==> config.mk <==
export PLATFORM = sky130hd
export DESIGN_NAME = matrix_decompiler
export DESIGN_NICKNAME = d
export VERILOG_FILES = /design/src/rtl/matrix_pkg.sv /design/src/rtl/row_fifo.sv /design/src/rtl/matrix_decompiler.sv
export SDC_FILE = /design/constraint.sdc
export NUM_CORES = 1
export LEC_CHECK = 0
export ABC_CLOCK_PERIOD_IN_PS = 5510
export CORE_MARGIN = 1
export CORE_UTILIZATION = 27
export DETAILED_ROUTE_END_ITERATION = 6
export MAX_ROUTING_LAYER = met4
export PLACE_DENSITY_LB_ADDON = 0.15
export REMOVE_ABC_BUFFERS = 1
export SLEW_MARGIN = 25
export SYNTH_ARGS = -nofsm -noshare
export SYNTH_HDL_FRONTEND = slang
export SYNTH_SLANG_ARGS = --single-unit
==> constraint.sdc <==
create_clock -name eth_refclk -period 5.51 [get_ports eth_refclk]
set_clock_uncertainty 0.15 [all_clocks]
set_input_delay 1.102 -clock eth_refclk [delete_from_list [all_inputs] [get_ports eth_refclk]]
set_output_delay 1.102 -clock eth_refclk [all_outputs]
set_load 0.02 [all_outputs]
==> src/rtl/matrix_pkg.sv <==
// Shared matrix geometry and serializer state encoding for the matrix
// compiler/decompiler pair.
package matrix_pkg;

    localparam int unsigned ROWS   = 32;
    localparam int unsigned COLS   = 32;
    localparam int unsigned ELEM_W = 8;
    localparam int unsigned ROW_W  = COLS * ELEM_W;
    localparam int unsigned ROW_AW = $clog2(ROWS);
    localparam int unsigned COL_AW = $clog2(COLS);

    typedef enum logic {
        IDLE  = 1'b0,
        SHIFT = 1'b1
    } ser_state_e;

endpackage

==> src/rtl/row_fifo.sv <==
// Two-entry row buffer; exposes both the head row and the row behind it so
// the consumer can look one pop ahead.
module row_fifo #(
    parameter int unsigned W = matrix_pkg::ROW_W
) (
    input  logic         clk,
    input  logic         rst_n,
    input  logic         push_i,
    input  logic         pop_i,
    input  logic [W-1:0] wdata_i,
    output logic [W-1:0] head_o,
    output logic [W-1:0] second_o,
    output logic [1:0]   count_o,
    output logic         full_o,
    output logic         empty_o
);

    logic [W-1:0] mem_q [2];
    logic         wr_ptr_q;
    logic         rd_ptr_q;
    logic [1:0]   count_q;
    logic         do_push;
    logic         do_pop;

    assign do_push = push_i && (count_q != 2'd2);
    assign do_pop  = pop_i && (count_q != 2'd0);

    always_ff @(posedge clk or negedge rst_n) begin
        if (!rst_n) begin
            mem_q[0] <= '0;
            mem_q[1] <= '0;
            wr_ptr_q <= 1'b0;
            rd_ptr_q <= 1'b0;
            count_q  <= 2'd0;
        end else begin
            if (do_push) begin
                mem_q[wr_ptr_q] <= wdata_i;
                wr_ptr_q        <= ~wr_ptr_q;
            end
            if (do_pop) begin
                rd_ptr_q <= ~rd_ptr_q;
            end
            count_q <= count_q + 2'(do_push) - 2'(do_pop);
        end
    end

    assign head_o   = mem_q[rd_ptr_q];
    assign second_o = mem_q[~rd_ptr_q];
    assign count_o  = count_q;
    assign full_o   = (count_q == 2'd2);
    assign empty_o  = (count_q == 2'd0);

endmodule

==> src/rtl/matrix_decompiler.sv <==
// Accepts packed matrix rows and streams them out one element per transfer,
// tagging each element with its implicit row and column index.
module matrix_decompiler #(
    parameter int unsigned ROWS   = matrix_pkg::ROWS,
    parameter int unsigned COLS   = matrix_pkg::COLS,
    parameter int unsigned ELEM_W = matrix_pkg::ELEM_W
) (
    input  logic                    eth_refclk,
    input  logic                    rst_n,
    input  logic                    valid_data_in,
    input  logic [COLS*ELEM_W-1:0]  dibit,
    output logic                    ready_out,
    output logic                    valid_data_out,
    input  logic                    ready_in,
    output logic [$clog2(ROWS)-1:0] row_addr,
    output logic [$clog2(COLS)-1:0] col_addr,
    output logic [ELEM_W-1:0]       matrix_element,
    output logic                    frame_done
);

    import matrix_pkg::*;

    localparam int unsigned ROW_BITS = COLS * ELEM_W;
    localparam int unsigned RA_W     = $clog2(ROWS);
    localparam int unsigned CA_W     = $clog2(COLS);

    ser_state_e        state_q, state_d;
    logic [RA_W-1:0]   row_q, row_d;
    logic [CA_W-1:0]   col_q, col_d;
    logic [ELEM_W-1:0] elem_q, elem_d;
    logic              ready_q, ready_d;
    logic              frame_q, frame_d;

    logic                push;
    logic                pop;
    logic                xfer;
    logic                last_col;
    logic [ROW_BITS-1:0] head;
    logic [ROW_BITS-1:0] second;
    logic [ROW_BITS-1:0] head_nxt;
    logic [1:0]          count;
    logic [1:0]          count_nxt;
    logic                full;
    logic                empty;

    assign push     = valid_data_in && ready_q;
    assign xfer     = (state_q == SHIFT) && ready_in;
    assign last_col = (col_q == CA_W'(COLS - 1));
    assign pop      = xfer && last_col;

    row_fifo #(
        .W (ROW_BITS)
    ) u_row_fifo (
        .clk      (eth_refclk),
        .rst_n    (rst_n),
        .push_i   (push),
        .pop_i    (pop),
        .wdata_i  (dibit),
        .head_o   (head),
        .second_o (second),
        .count_o  (count),
        .full_o   (full),
        .empty_o  (empty)
    );

    always_ff @(posedge eth_refclk or negedge rst_n) begin
        if (!rst_n) begin
            state_q <= IDLE;
            row_q   <= '0;
            col_q   <= '0;
            elem_q  <= '0;
            ready_q <= 1'b1;
            frame_q <= 1'b0;
        end else begin
            state_q <= state_d;
            row_q   <= row_d;
            col_q   <= col_d;
            elem_q  <= elem_d;
            ready_q <= ready_d;
            frame_q <= frame_d;
        end
    end

    // Next state, counters, and a one-pop-ahead view of the head row so the
    // element output can be registered without adding latency.
    always_comb begin
        state_d   = state_q;
        row_d     = row_q;
        col_d     = col_q;
        elem_d    = elem_q;
        frame_d   = 1'b0;
        count_nxt = count + 2'(push) - 2'(pop);
        ready_d   = (count_nxt != 2'd2);
        head_nxt  = head;

        if (pop) begin
            head_nxt = full ? second : dibit;
        end else if (empty) begin
            head_nxt = dibit;
        end

        if (xfer) begin
            col_d = last_col ? '0 : col_q + CA_W'(1);
        end

        if (pop) begin
            row_d   = (row_q == RA_W'(ROWS - 1)) ? '0 : row_q + RA_W'(1);
            frame_d = (row_q == RA_W'(ROWS - 1));
        end

        case (state_q)
            IDLE: begin
                if (push) begin
                    state_d = SHIFT;
                end
            end
            SHIFT: begin
                if (pop && (count_nxt == 2'd0)) begin
                    state_d = IDLE;
                end
            end
            default: state_d = IDLE;
        endcase

        if (state_d == SHIFT) begin
            for (int unsigned c = 0; c < COLS; c++) begin
                if (col_d == CA_W'(c)) begin
                    elem_d = head_nxt[c*ELEM_W +: ELEM_W];
                end
            end
        end
    end

    assign ready_out      = ready_q;
    assign valid_data_out = (state_q == SHIFT);
    assign row_addr       = row_q;
    assign col_addr       = col_q;
    assign matrix_element = elem_q;
    assign frame_done     = frame_q;

endmodule

==> results of run 1 <==
[worst min-delay path by stage]
stage	end	cells after the start
floorplan	u_row_fifo.wr_ptr_q$_DFFE_PN0P_	1
global placement	u_row_fifo.mem_q[54]$_DFFE_PN0P_	1
detailed placement	u_row_fifo.mem_q[196]$_DFFE_PN0P_	1
CTS	u_row_fifo.mem_q[434]$_DFFE_PN0P_	1
global route	u_row_fifo.mem_q[507]$_DFFE_PN0P_	1
finish	u_row_fifo.mem_q[183]$_DFFE_PN0P_	1
[power groups by stage]
| stage | sequential (mW) | clock, mW | combinational [mW] |
|---|---|---|---|
| after detailed placement | 7.61 | 0 | 11.6 |
| after global placement | 7.59 | 0 | 11.4 |
| after CTS | 7.57 | 4.94 | 11.6 |
| final | 7.62 | 4.82 | 11.6 |
| after global routing | 7.88 | 5.08 | 12.4 |
| after floorplan | 7.35 | 0 | 7.92 |
[logic make-up (layout without fill, tap and decap cells)]
kind of cell,after synthesis,in the layout,synth area share
AO/OA/AOI/OAI,1058,1058,0.243
XOR/XNOR,7,7,0.00197
adder cells (fa/ha/maj),9,9,0.00363
buffers and inverters,283,564,0.0377
flip-flops,537,537,0.433
multiplexers,576,576,0.207
other,0,6,0
AND/OR/NAND/NOR,482,482,0.0736
[synthesized netlist by cell type (all sizes together), types with 8 or more instances]
master	n	area (µm²)
a22o	13	114
nand3	47	240
a221o	8	80.1
nand4	11	68.8
a221oi	111	972
ha	9	113
a211o	12	105
buf	124	574
mux2i	52	533
a21oi	133	684
inv	11	41.3
a22oi	23	173
nand2	127	487
nor2	165	624
o2111ai	14	123
a211oi	45	343
o221ai	163	1430
a2bb2o	10	100
a2bb2oi	10	87.6
nor3	44	235
o31ai	12	90.1
dfrtp	536	13400
and2	9	56.3
o21ai	216	1100
a31oi	18	113
o22ai	107	669
clkbuf	145	544
o22a	10	87.6
o211ai	58	435
nor2b	11	68.8
nand2b	9	56.3
mux2	524	5900
o21a	15	113
nor4	12	75.1
and3	11	68.8
[metal layers]
metal  share of wire  track usage  vias to the layer above
li1                -            -                    12100
met1            0.45        0.324                    14400
met2            0.46        0.362                     1076
met3           0.057       0.0293                      183
met4           0.032       0.0785                        0
met5               0            -                        -
[layout make-up]
cell class                      instances  area (µm²)
Clock buffer                          104        2090
Clock inverter                         20         308
Inverter                               14        55.1
Fill cell                           11600       75600
Tap cell                             1512        1890
Sequential cell                       537       13400
Multi-Input combinational cell       2132       16600
Antenna cell                            6        15.0
Timing Repair Buffer                  426        4220
[worst reg2reg max path, delay by kind of cell, from the launching register on]
kind | cells | cell delay, ns
AOI/OAI and AO/OA | 6 | 2.38
and+or+nand+nor | 3 | 1.03
DFF | 1 | 0.35
adders and majority gates | 2 | 0.60
buffers and inverters | 2 | 0.44
[layout by cell type, fill, tap and decap left out, types with 72 or more instances in the layout]
cell and instances:
dfrtp_1 535, mux2_2 523, clkdlybuf4s50_1 279, o21ai_0 211, o221ai_1 163, nor2_1 160
a21oi_1 129, nand2_1 123, buf_4 121, a221oi_1 111, o22ai_1 107, clkbuf_16 72
[metrics by stage]
stage | util | worst slack, ns | area, µm² | hold slack [ns]
after floorplan | - | -7.98 | 29900 | 0.318
after global placement | 0.317 | -0.0959 | 36200 | 0.337
after detailed placement | 0.317 | -0.123 | 36200 | 0.344
after CTS | 0.338 | 0.460 | 38600 | 0.357
after global routing | 0.338 | 0.270 | 38600 | 0.361
final | 0.338 | 0.461 | 38600 | 0.351
[flip-flops by register name, summed over array words and instances, names as in the netlist]
register and cells:
matrix_element 8, col_addr 5, frame_done 1, u_row_fifo.rd_ptr_q 1
valid_data_out 1, ready_out 1, u_row_fifo.count_o 2, u_row_fifo.mem_q 512
row_addr 5, u_row_fifo.wr_ptr_q 1
==> run metrics, run 1 <==
outcome=finished clean; Hold Crit Start=u_row_fifo.mem_q[183]$_DFFE_PN0P_; die area=0.116 mm²; Die H=341 µm; post-DP HPWL=96.9 mm; post-route insts no fill=4751; Ys Warns=0; WL per Instance=28.7 µm; DR iter-0 viols=2738; Post-Syn Area=0.0311 mm²; clock power share=0.200; IO Port Bufs=280; FF-to-FF setup slack=0.47 ns; sequential power share=0.317; Reg2Reg Launch Point=col_addr[0]$_DFF_PN0_; FF-to-FF End=matrix_element[1]$_DFFE_PN0P_; I/O pin count=281; WL final=137 mm; Core ar.=0.114 mm²; DIE WIDTH=341 µm; Crit. End Element=register; Post-CTS Hold Fix Bufs=0; CP required=5.89 ns; CP Buf/Inv Count=3; dpl cells=4621; Hold/Removal Path Class=reg -> reg; PnR Total Power=24.1 mW; DRC viols=0; htree depth=3; Initial Util=0.272; CTS resizes=0; CTS root buf=clkbuf_16; Total Nets Final=3450; CTS max path bufs=3; insertion delay to the later sink of the worst-skew pair=0.63 ns; Internal=14.0 mW; largest net degree at the start of global routing=130; Worst EP arrival=5.42 ns; cell count after synthesis=2952; Worst R2R Path Depth=13; Main synth FF type=dfrtp_1; Pre-Repair DR Iteration Count=6; Synth cell types=97; Slowest-stage cell, CP=clkdlybuf4s50_1; crit path to=matrix_element[1]$_DFFE_PN0P_; CTS tree=done; crit path launch type=input port; unrepaired setup endpoints after global routing=false; Hold Fails Final Rpt=0; final setup violation count=0; initial antenna violation count=6; Syn-to-layout area delta=24.2%; EDFF count, synth=0; FMAX=198 MHz; remaining global-route overflow=0; DRT antenna net count=0; vias post-DR=27800; Final Cycle Share=0.916; type of the worst setup path=in -> reg; Num CTS Buffers=70; layout cells sized above 1=0.256; Net Sw Frac=0.417; Leak=14.9 nW; DR vias/cell=5.86; Worst path max stage delay=0.66 ns; VDD IR max=0.000249 V; Slew @ Worst Pin=1.12 ns; # rows=124; Fin Setup TNS=0 ns; net switching power=10.0 mW; crit path cell chain=clkdlybuf4s50_1 > buf_4 > and3b_1 > a21oi_1 > a21oi_2 > buf_4 > nand2_1 > o21ai_0 > a2111oi_0 > o21ai_0 > a31o_2; Combinational Power Share=0.483; sequential share of the synthesized area=0.433; number of global-route vias before repair=26800; fin crit period=5.05 ns; P per Cell Area=624 mW/mm²; GRT Util Overall=0.237; Max-Cap Viols=0; post-CTS setup buffers=0; gpl congestion=0.928; worst setup path start=ready_in; Slew Limit Fails=0; syn avg cell area=10.5 µm²; FFs w/ async S/R, synth=1.00; clock sinks=537; flops & latches, synth=537; global-route wire length before repair=198 mm; Rel. slew slack=0.254; worst-path maximum fanout=10; CTS clk-pin slew, worst paths=0.06 ns; family with the most delay on the worst path=compound AO/OA/AOI/OAI gates; Crit path depth=11
(Power assumes the default switching activity.)
==> inputs of run 2 (changes only) <==
Settings changed: TNS_END_PERCENT from default to 10.
==> results of run 2 <==
The final DEF is identical to that of run 1; final timing and power are the same.
==> inputs of run 3 (changes only) <==
Settings changed: TNS_END_PERCENT 10 to default.
==> results of run 3 <==
The final DEF is identical to that of run 1; final timing and power are the same.
